==> src/rtl/snowball_mem_responder_pkg.sv <==
// Shared definitions for the snowball SRAM responder: FSM encoding, debug view
// and the read-latency default used by the responder and its delay line.
package snowball_mem_responder_pkg;

  localparam int unsigned SNOWBALL_READ_LAT = 6;
  localparam int unsigned RD_LAT_MIN        = 3;
  localparam int unsigned RD_LAT_MAX        = 14;
  localparam int unsigned RD_CNT_W          = 4;

  typedef enum logic [2:0] {
    ST_IDLE    = 3'd0,
    ST_ACK     = 3'd1,
    ST_HOLD    = 3'd2,
    ST_RD_WAIT = 3'd3,
    ST_RD_W0   = 3'd4,
    ST_RD_W1   = 3'd5,
    ST_DMA     = 3'd6
  } state_t;

  // Debug view: FSM state plus the latched request.
  typedef struct packed {
    state_t      state;
    logic        req_we;
    logic [31:0] req_addr;
  } dbg_t;

  // Counter preload for a given read latency; out-of-range values are clamped
  // so the delay line can never wrap or skip the companion-word cycle.
  function automatic logic [RD_CNT_W-1:0] rd_load_value(input int unsigned lat);
    int unsigned l;
    l = lat;
    if (l < RD_LAT_MIN) l = RD_LAT_MIN;
    if (l > RD_LAT_MAX) l = RD_LAT_MAX;
    return RD_CNT_W'(l - 1);
  endfunction

endpackage

==> src/rtl/snowball_rd_timer.sv <==
// Read-latency delay line: loaded while a read is acknowledged, it flags the
// cycle the SRAM address moves to the companion word and the last wait cycle.
module snowball_rd_timer
  import snowball_mem_responder_pkg::*;
#(
  parameter int unsigned READ_LAT = SNOWBALL_READ_LAT
) (
  input  logic clk,
  input  logic rst_n,
  input  logic load,
  output logic switch_word,
  output logic last_wait
);

  localparam logic [RD_CNT_W-1:0] LOAD_VAL = rd_load_value(READ_LAT);

  logic [RD_CNT_W-1:0] count;

  // In cycle ACK+k the count equals READ_LAT-k; it idles at zero.
  always_ff @(posedge clk or negedge rst_n) begin
    if (!rst_n) begin
      count <= '0;
    end else if (load) begin
      count <= LOAD_VAL;
    end else if (count != '0) begin
      count <= count - 1'b1;
    end
  end

  // Address of the latched word is seen by the SRAM through ACK+READ_LAT-2,
  // the companion word in ACK+READ_LAT-1; data is registered one cycle later.
  assign switch_word = (count == RD_CNT_W'(2));
  assign last_wait   = (count == RD_CNT_W'(1));

endmodule

==> src/rtl/snowball_mem_responder.sv <==
// CPU-side SRAM responder: acknowledges single-word requests, returns reads as
// a word pair after a fixed latency and hands the SRAM to a DMA master on request.
module snowball_mem_responder
  import snowball_mem_responder_pkg::*;
#(
  parameter int unsigned READ_LAT = SNOWBALL_READ_LAT,
  parameter int unsigned AW       = 16
) (
  input  logic          MCU_CLK,
  input  logic          RST,
  input  logic [31:0]   mem_addr,
  input  logic          mem_we,
  input  logic          mem_do_act,
  input  logic [31:0]   mem_dataintomem,
  output logic          mem_ack,
  output logic [31:0]   mem_datafrommem,
  output logic          dma_mcu_access,
  input  logic          dma_req,
  output logic          dma_gnt,
  output logic [AW-1:0] sram_addr,
  output logic          sram_we,
  output logic [31:0]   sram_wdata,
  input  logic [31:0]   sram_rdata,
  output dbg_t          dbg
);

  // Handshake: the initiator raises mem_do_act only while dma_mcu_access is
  // high and holds it until the cycle after it sees the one-cycle mem_ack;
  // mem_do_act is sampled in IDLE only, so the trailing strobe is harmless.

  state_t      state;
  state_t      state_next;
  logic [31:0] req_addr;
  logic        req_we;
  logic        accept;
  logic        rd_load;
  logic        rd_switch;
  logic        rd_last;
  logic        rd_capture;

  // dma_mcu_access is always high in IDLE, so it needs no term here.
  assign accept     = (state == ST_IDLE) && mem_do_act;
  assign rd_capture = ((state == ST_RD_WAIT) && rd_last) || (state == ST_RD_W0);

  always_ff @(posedge MCU_CLK or negedge RST) begin
    if (!RST) begin
      state <= ST_IDLE;
    end else begin
      state <= state_next;
    end
  end

  always_comb begin
    state_next = state;
    mem_ack    = 1'b0;
    dma_gnt    = 1'b0;
    rd_load    = 1'b0;
    case (state)
      ST_IDLE: begin
        if (accept) begin
          state_next = ST_ACK;
        end else if (dma_req) begin
          state_next = ST_DMA;
        end
      end
      ST_ACK: begin
        mem_ack    = 1'b1;
        rd_load    = !req_we;
        state_next = req_we ? ST_HOLD : ST_RD_WAIT;
      end
      ST_HOLD: begin
        state_next = ST_IDLE;
      end
      ST_RD_WAIT: begin
        if (rd_last) begin
          state_next = ST_RD_W0;
        end
      end
      ST_RD_W0: begin
        state_next = ST_RD_W1;
      end
      ST_RD_W1: begin
        state_next = ST_IDLE;
      end
      ST_DMA: begin
        dma_gnt = 1'b1;
        if (!dma_req) begin
          state_next = ST_IDLE;
        end
      end
      default: begin
        state_next = ST_IDLE;
      end
    endcase
  end

  assign dma_mcu_access = !dma_gnt;

  always_ff @(posedge MCU_CLK or negedge RST) begin
    if (!RST) begin
      req_addr <= '0;
      req_we   <= 1'b0;
    end else if (accept) begin
      req_addr <= mem_addr;
      req_we   <= mem_we;
    end
  end

  // SRAM port is registered: a request accepted in IDLE presents its word
  // address (and write strobe) during ACK.
  always_ff @(posedge MCU_CLK or negedge RST) begin
    if (!RST) begin
      sram_addr  <= '0;
      sram_we    <= 1'b0;
      sram_wdata <= '0;
    end else begin
      sram_we <= accept && mem_we;
      if (accept) begin
        sram_addr  <= mem_addr[AW+1:2];
        sram_wdata <= mem_dataintomem;
      end else if ((state == ST_RD_WAIT) && rd_switch) begin
        // Companion word: toggle only address bit 2, so the last odd word
        // pairs with the even word just below it.
        sram_addr <= req_addr[AW+1:2] ^ AW'(1);
      end
    end
  end

  always_ff @(posedge MCU_CLK or negedge RST) begin
    if (!RST) begin
      mem_datafrommem <= '0;
    end else if (rd_capture) begin
      mem_datafrommem <= sram_rdata;
    end else begin
      mem_datafrommem <= '0;
    end
  end

  snowball_rd_timer #(
    .READ_LAT (READ_LAT)
  ) u_rd_timer (
    .clk         (MCU_CLK),
    .rst_n       (RST),
    .load        (rd_load),
    .switch_word (rd_switch),
    .last_wait   (rd_last)
  );

  assign dbg.state    = state;
  assign dbg.req_we   = req_we;
  assign dbg.req_addr = req_addr;

endmodule

==> config.mk <==
export PLATFORM = sky130hd
export DESIGN_NAME = snowball_mem_responder
export DESIGN_NICKNAME = d
export VERILOG_FILES = /design/src/rtl/snowball_mem_responder_pkg.sv /design/src/rtl/snowball_rd_timer.sv /design/src/rtl/snowball_mem_responder.sv
export SDC_FILE = /design/constraint.sdc
export NUM_CORES = 1
export LEC_CHECK = 0
export ABC_AREA = 1
export BUFFER_PORTS_ARGS = -buffer_cell sky130_fd_sc_hd__clkbuf_2
export CELL_PAD_IN_SITES_DETAIL_PLACEMENT = 1
export CELL_PAD_IN_SITES_GLOBAL_PLACEMENT = 2
export CORE_AREA = 5 5 134 148
export DETAILED_ROUTE_END_ITERATION = 8
export DIE_AREA = 0 0 139 153
export PLACE_DENSITY = 0.83
export SYNTH_ARGS = -nofsm -noshare
export SYNTH_HDL_FRONTEND = slang
export SYNTH_HIERARCHICAL = 1
export SYNTH_SLANG_ARGS = --single-unit
==> constraint.sdc <==
create_clock -name MCU_CLK -period 3.5 [get_ports MCU_CLK]
set_input_delay 0.35 -clock MCU_CLK [delete_from_list [all_inputs] [get_ports MCU_CLK]]
set_output_delay 0.35 -clock MCU_CLK [all_outputs]
set_load 0.005 [all_outputs]
==> results.json, run 1 <==
{
  "outcome": "finished, final reports clean",
  "num_vias": 4259,
  "ys_async_sr_fraction_pct": 100,
  "yosysUniqueCellTypes": 25,
  "grt_max_degree": 80,
  "max_stage_delay_ns": 0.47,
  "cp_max_fo": 20,
  "die_h_um": 153,
  "syn_inst": 555,
  "grt_pass1_vias": 4621,
  "holdPathStages": 3,
  "first_pass_iters": 4,
  "cts.path.max_buffers": 2,
  "synth_largest_area_cell": "dfrtp_1",
  "finalCritPeriodShare_pct": 59.8,
  "num_rows": 52,
  "fin_skew_ns": 0.0124,
  "synth_common_cells": "inv_1, dfrtp_1, nand2_1, nor2_1, o21ai_0",
  "insertedDiodeCount": 0,
  "hp-class": "in -> reg",
  "pre_cts_ws_ns": 1.62,
  "r2r-end": "req_addr[15]",
  "setup_viol": 0,
  "postCtsSetupBuffers": 0,
  "relSlewSlack_pct": 52.0,
  "synth.cell_area_um2": 4990,
  "fin_tns_setup_ns": 0,
  "nNetsFinal": 882,
  "avgSynthCellArea_um2": 8.99,
  "crit_arrival_ns": 1.74,
  "drt-total-wl_um": 14600,
  "drive_gt1_share_pct": 34.0,
  "crit_path_end_kind": "output pin",
  "reg2reg_from": "state[2]",
  "clock-sinks": 121,
  "dp_hpwl_um": 11100,
  "worst_slack_ns": 1.41,
  "start_util_pct": 27.4,
  "drcViolationCount": 0,
  "synthFlopType": "dfrtp_1",
  "crit_type": "reg -> out",
  "h-tree-depth": 4,
  "ys_seq_elements": 121,
  "ys_seq_area_share_pct": 60.7,
  "worst_pin_slew_ns": 0.721,
  "synth.net_count": 660,
  "grt_pass1_wl_um": 24200,
  "synthTopCellsByArea": "dfrtp_1, inv_1, nand2_1",
  "ys.warnings.count": 6,
  "drt-wirelength-per-cell_um": 14.1,
  "hold_buffers": 1,
  "gp_congestion": 0.765,
  "numCtsBuffers": 17,
  "drt_iter0_drc": 159,
  "core_area_um2": 18200,
  "clockRootBuffer": "clkbuf_16",
  "reg2reg_depth": 5,
  "antenna_found_initial": 0,
  "synth_top_area_share_pct": 60.7,
  "fmax_mhz": 478,
  "peakVddDrop_v": 0.000278,
  "cts_tree": "done",
  "worstHoldEndpoint": "mem_datafrommem[16]",
  "ant_nets": 0,
  "syn_to_final_growth_pct": 38.1,
  "cap_violations": 0,
  "worstSetupStartpointType": "register",
  "final_hold_viol_count": 0,
  "gr-usage-all-layers_pct": 14.1,
  "r2r_slack_ns": 1.62,
  "hp-start": "sram_rdata[16]",
  "clkTransAtPathRegs_ns": 0.06,
  "slew_violations": 0,
  "viasPerCell": 4.13,
  "clock_latency_ns": 0.41,
  "min_period_ns": 2.09,
  "pwr_density_cell_nw_per_um2": 463,
  "synth_edf_count": 0,
  "io_pins": 221,
  "die_x_um": 139,
  "numPortBuffers": 220,
  "postCtsResizedCells": 0,
  "grt-ovfl-total": 0,
  "die_area_um2": 21300,
  "nFillCells": 2226,
  "cellLeakagePower_nw": 4.05,
  "worstPathCellList": "inv_2, nor3_1, inv_1, clkbuf_2",
  "slowest_stage": "dfrtp_1",
  "crit_required_ns": 3.15,
  "synth.most_common_cell": "inv_1",
  "grt_setup_unrepaired": "false"
}
-- power by group --
part           switching [W]  leakage [nW]  internal, W  total [W]
logic              0.0000642          2.25    0.0000518   0.000116
registers                  0          1.52      0.00140    0.00140
clock network       0.000605         0.274      0.00107    0.00167
total               0.000669          4.05      0.00252    0.00319
-- worst max path at each step --
stage | startpoint | end | slack [ns]
after floorplan | state[2] | dma_mcu_access | 1.99
final | state[2] | dma_mcu_access | 1.41
after global routing | state[2] | dma_gnt | 1.25
after detailed placement | state[2] | sram_addr[14] | 1.62
after global placement | state[2] | sram_addr[8] | 1.67
after CTS | state[2] | dma_gnt | 1.37
-- final cells by class --
class                           instances  area (um^2)  area share [%]
Clock inverter                          9          100            1.45
Tap cell                              243          304            4.41
Sequential cell                       121         3030            44.0
Inverter                              132          495            7.19
Clock buffer                           21          460            6.68
Timing Repair Buffer                  227         1170            17.0
Multi-Input combinational cell        278         1330            19.3
-- state kept, by name, summed over array words and instances, names as in the netlist --
name	cells
mem_datafrommem	32
req_addr	32
sram_wdata	32
sram_addr	16
u_rd_timer/count	4
state	3
req_we	1
sram_we	1
-- worst max-delay path: cells and delay by family, from the launching register on --
kind	cells	cell delay [ns]
buffers and inverters	3	0.42
DFF	1	0.47
and+or+nand+nor	1	0.44
-- cells in the final DEF, fill, tap and decap left out, types with 3 or more instances in the layout --
cell type / synthesis / final
inv_1: 129 / 129
inv_2: 3 / 3
nand3_1: 18 / 18
nor2_1: 40 / 40
buf_4: 2 / 6
ha_1: 4 / 4
nand2_1: 117 / 117
o21ai_0: 30 / 30
o21ai_1: 22 / 22
clkbuf_16: 0 / 17
nand4_1: 19 / 19
o21ai_2: 3 / 3
clkbuf_2: 0 / 219
and2_1: 15 / 15
clkinv_2: 0 / 5
dfrtp_1: 121 / 121
-- per-layer routing --
| metal | vias to the layer above | track usage (%) | share of wire [%] |
|---|---|---|---|
| met5 | - | 0 | 0 |
| met1 | 2002 | 16.3 | 40 |
| met4 | 0 | 3.91 | 1.2 |
| met3 | 14 | 6.69 | 9.3 |
| li1 | 2094 | - | - |
| met2 | 149 | 23.6 | 49 |
-- per-stage QoR --
step | std cells | utilization (%) | hold WS, ns | cell area (um^2) | power, W
6_report | 1031 | 37.8 | 0.126 | 6890 | 0.00319
4_1_cts | 1031 | 37.8 | 0.103 | 6890 | 0.00326
2_1_floorplan | 555 | - | 0.0544 | 4990 | 0.00145
3_5_place_dp | 1000 | 34.7 | 0.415 | 6320 | 0.00154
3_3_place_gp | 1000 | 34.7 | 0.410 | 6320 | 0.00154
5_1_grt | 1031 | 37.8 | 0.107 | 6890 | 0.00333
-- cells by family (layout without fill, tap and decap cells) --
group	after synthesis	count (layout)	share of synthesized area (%)
flops	121	121	60.7
buf+inv	156	389	12.8
fa+ha+maj	4	4	1.00
compound gates	57	57	6.12
simple gates	217	217	19.4
Note: power is estimated with default switching activity, not from simulation.
==> run 2: changes to the inputs <==
Settings changed: ABC_AREA 1 to 0, CORE_AREA 5 5 134 148 to 5 5 134 149, DIE_AREA 0 0 139 153 to 0 0 139 154, PLACE_DENSITY 0.83 to 0.74.
Clock period 3.5 ns to 1.8 ns, I/O delays scaled along.
==> results.json, run 2 <==
{
  "critical_path_buf_inv_count": 1,
  "violations": "negative setup slack",
  "clkTransAtPathRegs_ns": 0.06,
  "min_period_ns": 1.87,
  "cts_tree": "done",
  "core_area_um2": 18200,
  "num_rows": 52,
  "crit_type": "reg -> reg",
  "startpoint": "state[1]",
  "viasPerCell": 4.15,
  "gr-usage-all-layers_pct": 14.3,
  "worst_slack_ns": -0.0679,
  "layout_common_cells": "clkbuf_2, dfrtp_1, dlygate4sd3_1, mux2_4, nor2b_1",
  "clockRootBuffer": "clkbuf_16",
  "grt_max_degree": 64,
  "synth.net_count": 409,
  "drcViolationCount": 0,
  "syn_to_final_growth_pct": 62.1,
  "synth.cell_area_um2": 4860,
  "grt_pass1_vias": 4440,
  "ys_seq_elements": 121,
  "cellLeakagePower_nw": 3.95,
  "finalCritPeriodShare_pct": 104,
  "grt-ovfl-total": 0,
  "synthFlopType": "dfrtp_1",
  "die_h_um": 154,
  "clock_latency_ns": 0.40,
  "finalNonFillerCells": 894,
  "crit_path_end_kind": "register",
  "layout_commonest_cell": "clkbuf_2",
  "drt_iter0_drc": 50,
  "cts.path.max_buffers": 2,
  "slowest_stage": "or3b_4",
  "synth_top_area_share_pct": 62.3,
  "gp_congestion": 0.813,
  "drt-wirelength-per-cell_um": 16.9,
  "io_pins": 221,
  "yosysUniqueCellTypes": 31,
  "slew_violations": 0,
  "r2r-end": "sram_addr[8]",
  "antenna_found_initial": 0,
  "ys_async_sr_fraction_pct": 100,
  "ys.warnings.count": 6,
  "ant_nets": 0,
  "crit_top_cell": "mux2_4",
  "synth.most_common_cell": "dfrtp_1",
  "first_pass_iters": 4,
  "relSlewSlack_pct": 76.5,
  "dp_hpwl_um": 10100,
  "drive_gt1_share_pct": 56.5,
  "ys_seq_area_share_pct": 62.3,
  "cp-endpoint": "sram_addr[8]",
  "grt_setup_unrepaired": "true",
  "pwr_density_cell_nw_per_um2": 1650,
  "fin_skew_ns": 0.00741,
  "hp-class": "in -> reg",
  "crit_cells": 5,
  "reg2reg_depth": 5,
  "synth_largest_area_cell": "dfrtp_1",
  "insertedDiodeCount": 0,
  "synth_common_cells": "dfrtp_1, mux2_4, nor2b_1, mux2_2",
  "reg.largest.list": "mem_datafrommem (32), req_addr (32), sram_wdata (32)",
  "peakVddDrop_v": 0.000676,
  "die_x_um": 139,
  "crit_required_ns": 2.08,
  "r2r_slack_ns": -0.07,
  "drt-total-wl_um": 15100,
  "dp_cells": 777,
  "clock-sinks": 121,
  "die_area_um2": 21400,
  "final_hold_viol_count": 0,
  "fmax_mhz": 535,
  "numPortBuffers": 220,
  "synthTopCellsByArea": "dfrtp_1, mux2_4, mux2_2",
  "setup_viol": 28,
  "h-tree-depth": 4,
  "outcome": "finished with violations",
  "crit_family": "simple AND/OR/NAND/NOR gates",
  "grt_pass1_wl_um": 24400,
  "synth_edf_count": 0,
  "cp_max_fo": 6,
  "cap_violations": 0,
  "syn_inst": 304,
  "worstPathCellList": "or3b_4, nor2_8, buf_12, mux2_4, mux2_4",
  "start_util_pct": 26.7,
  "hold_ws_ns": 0.0252,
  "numCtsBuffers": 17,
  "max_stage_delay_ns": 0.44,
  "reg2reg_from": "state[1]",
  "nNetsFinal": 746,
  "num_vias": 3711,
  "worstSetupStartpointType": "register",
  "worst_pin_slew_ns": 0.352,
  "crit_arrival_ns": 2.15,
  "avgSynthCellArea_um2": 16.0
}
==> run 2: cell types whose count changed after synthesis, sizes merged, moves of 2 or more <==
cell	change
a21oi	+4
and2	-14
buf	-8
inv	-126
mux2	+82
nand2	-114
nand2b	+3
nand3	-19
nand4	-19
nor2	-36
nor2b	+37
nor3	+2
nor3b	+4
o21ai	-50
==> run 2: worst register-to-register path, stage by stage, from the launching register on <==
cell and delay (ns):
dfrtp_1 0.38, or3b_4 0.44, nor2_8 0.20, buf_12 0.16, mux2_4 0.31, mux2_4 0.27
==> run 2: how the worst min path moves through the flow <==
| stage | from | end | slack [ns] | cells past startpoint |
|---|---|---|---|---|
| 2_1_floorplan | RST | mem_datafrommem[0] | -0.12 | 0 |
| 3_3_place_gp | RST | sram_wdata[4] | 0.22 | 2 |
| 3_5_place_dp | RST | sram_wdata[5] | 0.23 | 2 |
| 4_1_cts | mem_addr[16] | req_addr[16] | 0.0007 | 2 |
| 5_1_grt | mem_addr[20] | req_addr[20] | 0.001 | 2 |
| 6_report | mem_addr[15] | req_addr[15] | 0.03 | 2 |
==> run 2: area by class of cell <==
cell class | count | area, um^2
Sequential cell | 121 | 3030
Multi-Input combinational cell | 162 | 1730
Timing Repair Buffer | 333 | 2290
Tap cell | 243 | 304
Clock buffer | 20 | 447
Inverter | 6 | 22.5
Fill cell | 1949 | 10300
Clock inverter | 9 | 55.1
==> run 2: per-stage QoR <==
| step | utilization (%) | setup TNS (ns) | worst slack (ns) | total power [W] | area, um^2 |
|---|---|---|---|---|---|
| after detailed placement | 34.9 | -1.10 | -0.0930 | 0.00945 | 6350 |
| final | 43.2 | -0.917 | -0.0679 | 0.0130 | 7880 |
| after CTS | 42.9 | -3.39 | -0.0989 | 0.0131 | 7820 |
| after global placement | 34.9 | -0.0381 | -0.0137 | 0.00922 | 6350 |
| after global routing | 43.2 | -4.04 | -0.120 | 0.0138 | 7880 |
| after floorplan | - | -1.38 | -0.142 | 0.00725 | 4860 |
==> run 2: logic make-up after synthesis <==
group                      after synthesis  share of synthesized area (%)
muxes                                   83                           22.5
and+or+nand+nor                         62                           8.01
AOI/OAI and AO/OA                       13                           1.80
DFF                                    121                           62.3
adders and majority gates                4                           1.03
buffers and inverters                   21                           4.38
==> run 2: power breakdown <==
| group | total (W) | switching, W | internal [W] | leakage (nW) |
|---|---|---|---|---|
| logic | 0.00546 | 0.00218 | 0.00328 | 2.21 |
| registers | 0.00458 | 0.000685 | 0.00390 | 1.50 |
| clock network | 0.00291 | 0.00116 | 0.00175 | 0.239 |
==> run 2: what timing repair did <==
action / in CTS / in global routing
cloned: 1 / 1
pin swaps: 2 / 2
setup buffers: 5 / 2
setup endpoints to repair: 39 / 96
endpoints found under the hold margin: 200 / 0
hold buffers: 80 / 0
resized for setup: 30 / 3
==> run 2: per-layer routing <==
metal	track usage [%]	part of all wire (%)	up-vias
li1	-	-	1703
met3	5.72	8.2	17
met2	25.6	52	159
met1	15.4	39	1832
met5	0	0	-
met4	4.61	1.4	0
==> run 3: changes to the inputs <==
Settings changed: CORE_AREA 5 5 134 149 to 5 5 139 154, CTS_CLUSTER_SIZE set to 28, DIE_AREA 0 0 139 154 to 0 0 144 159, PLACE_DENSITY 0.74 to 0.75, SYNTH_HIERARCHICAL 1 to not set.
==> results.json, run 3 <==
{
  "synth_largest_area_cell": "dfrtp_1",
  "crit_arrival_ns": 1.48,
  "cts.path.max_buffers": 2,
  "synth_top_area_share_pct": 65.5,
  "yosysUniqueCellTypes": 31,
  "io_pins": 221,
  "final_hold_viol_count": 0,
  "synth.net_count": 566,
  "worstSetupStartpointType": "register",
  "ys_async_sr_fraction_pct": 100,
  "synthFlopType": "dfrtp_1",
  "ant_nets": 0,
  "synth.cell_area_um2": 4620,
  "drt-total-wl_um": 15900,
  "reg.largest.list": "mem_datafrommem (32), req_addr (32), sram_wdata (32)",
  "synth_top_family_by_area": "simple AND/OR/NAND/NOR gates",
  "dp_hpwl_um": 11200,
  "die_h_um": 159,
  "clkTransAtPathRegs_ns": 0.05,
  "pwr_density_cell_nw_per_um2": 1570,
  "gr-usage-all-layers_pct": 14.2,
  "layout_common_cells": "clkbuf_2, nand2_1, dfrtp_1, dlygate4sd3_1, nand3_1",
  "dp_cells": 920,
  "nFillCells": 2259,
  "cellLeakagePower_nw": 4.18,
  "synthSimpleGateAreaFrac_pct": 26.8,
  "clock_latency_ns": 0.41,
  "insertedDiodeCount": 0,
  "fmax_mhz": 603,
  "finalCritPeriodShare_pct": 92.1,
  "cap_violations": 0,
  "viasPerCell": 4.19,
  "die_x_um": 144,
  "gp_congestion": 0.728,
  "synth_compound_area_share_pct": 2.68,
  "hold_ws_ns": 0.0178,
  "setup_viol": 0,
  "numCtsBuffers": 17,
  "grt_pass1_wl_um": 25800,
  "relSlewSlack_pct": 65.4,
  "syn_inst": 461,
  "fin_skew_ns": 0.00568,
  "start_util_pct": 23.5,
  "finalNonFillerCells": 1049,
  "synth.most_common_cell": "nand2_1",
  "die_area_um2": 22900,
  "antenna_found_initial": 1,
  "min_period_ns": 1.66,
  "grt_setup_unrepaired": "false",
  "first_pass_iters": 4,
  "crit_type": "reg -> out",
  "worst_slack_ns": 0.142,
  "slew_violations": 0,
  "layout_commonest_cell": "clkbuf_2",
  "avgSynthCellArea_um2": 10.0,
  "grt_pass1_vias": 4971,
  "ys_seq_area_share_pct": 65.5,
  "crit_path_end_kind": "output pin",
  "grt-ovfl-total": 0,
  "drt_iter0_drc": 80,
  "synthTopCellsByArea": "dfrtp_1, nand2_1, nand3_1",
  "drcViolationCount": 0,
  "synth_fa_ha_area_share_pct": 1.08,
  "synth_common_cells": "nand2_1, dfrtp_1, nand3_1, nor2b_1, buf_2",
  "num_rows": 54,
  "ys.warnings.count": 0,
  "cts_tree": "done",
  "grt_max_degree": 52,
  "postCtsSetupBuffers": 0,
  "clock-sinks": 121,
  "synth_edf_count": 0,
  "num_vias": 4399,
  "peakVddDrop_v": 0.000658,
  "outcome": "finished, final reports clean",
  "fin_tns_setup_ns": 0,
  "drt-wirelength-per-cell_um": 15.2,
  "muxShareOfSynthArea_pct": 0,
  "core_area_um2": 19700,
  "ys_seq_elements": 121,
  "syn_to_final_growth_pct": 66.0,
  "crit_required_ns": 1.62,
  "cp_max_fo": 8,
  "pre_cts_ws_ns": 0.157,
  "nNetsFinal": 889,
  "clockRootBuffer": "clkbuf_16",
  "worst_pin_slew_ns": 0.519,
  "hp-class": "in -> reg",
  "numPortBuffers": 220,
  "synth-xor-area-share_pct": 0.189,
  "h-tree-depth": 4,
  "drive_gt1_share_pct": 33.8
}
[run 3: cell types whose count changed after synthesis, sizes merged, moves of 5 or more]
cell and change:
nand2 +202, mux2 -82, nand3 +29, nor2b -16, and2b +12, buf +9, o211ai +5
[run 3: cell type report]
cell class / instances / area (um^2) / share of cell area, %
Timing Repair Buffer: 329 / 2230 / 29.0
Clock buffer: 20 / 467 / 6.08
Multi-Input combinational cell: 308 / 1440 / 18.8
Tap cell: 252 / 315 / 4.11
Inverter: 7 / 26.3 / 0.342
Clock inverter: 12 / 171 / 2.23
Sequential cell: 121 / 3030 / 39.5
[run 3: per-layer routing]
layer / track usage, % / vias to the layer above / share of wire, %
met2: 24.4 / 169 / 50
met5: 0 / - / 0.082
met4: 5.01 / 2 / 1.9
li1: - / 2100 / -
met1: 15.9 / 2102 / 40
met3: 5.44 / 26 / 8.6
[run 3: through the flow]
step	utilization (%)	instance area [um^2]	total power, W
2_1_floorplan	-	4620	0.00635
3_5_place_dp	30.8	6050	0.00842
5_1_grt	39.0	7680	0.0130
6_report	39.0	7680	0.0121
3_3_place_gp	30.8	6050	0.00817
4_1_cts	39.0	7670	0.0123
[run 3: timing repair]
item / 4_1_cts / 5_1_grt
hold buffers: 97 / 0
endpoints found under the hold margin: 135 / 0
gates resized for setup: 1 / 2
endpoints found under the setup margin: 2 / 2
[run 3: worst paths after layout]
kind                               from              to  slack [ns]  cells past startpoint
max in group asynchronous           RST  sram_wdata[11]        0.84                      3
setup / recovery               state[1]  dma_mcu_access        0.14                      4
setup reg to reg               state[1]    sram_addr[2]        0.18                      4
hold / removal              mem_addr[8]     req_addr[8]        0.02                      3
min in group asynchronous           RST  sram_wdata[27]        0.28                      2
hold reg to reg            req_addr[25]    req_addr[25]        0.47                      2
[run 3: critical path, stage by stage (launching register included)]
cell and delay [ns]:
dfrtp_1 0.44, buf_4 0.19, nor3b_4 0.24, inv_1 0.08, clkbuf_2 0.12
[run 3: cells by family (layout without fill, tap and decap cells)]
family,after synthesis,after routing
flops,121,121
fa+ha+maj,4,4
simple gates,285,285
xor+xnor,1,1
buf+inv,32,368
compound gates,18,18
[run 3: power by group]
| group | total, W | switching (W) | internal (W) |
|---|---|---|---|
| clock network | 0.00364 | 0.00122 | 0.00242 |
| registers | 0.00448 | 0.000670 | 0.00381 |
| logic | 0.00396 | 0.00215 | 0.00181 |
| total | 0.0121 | 0.00404 | 0.00804 |
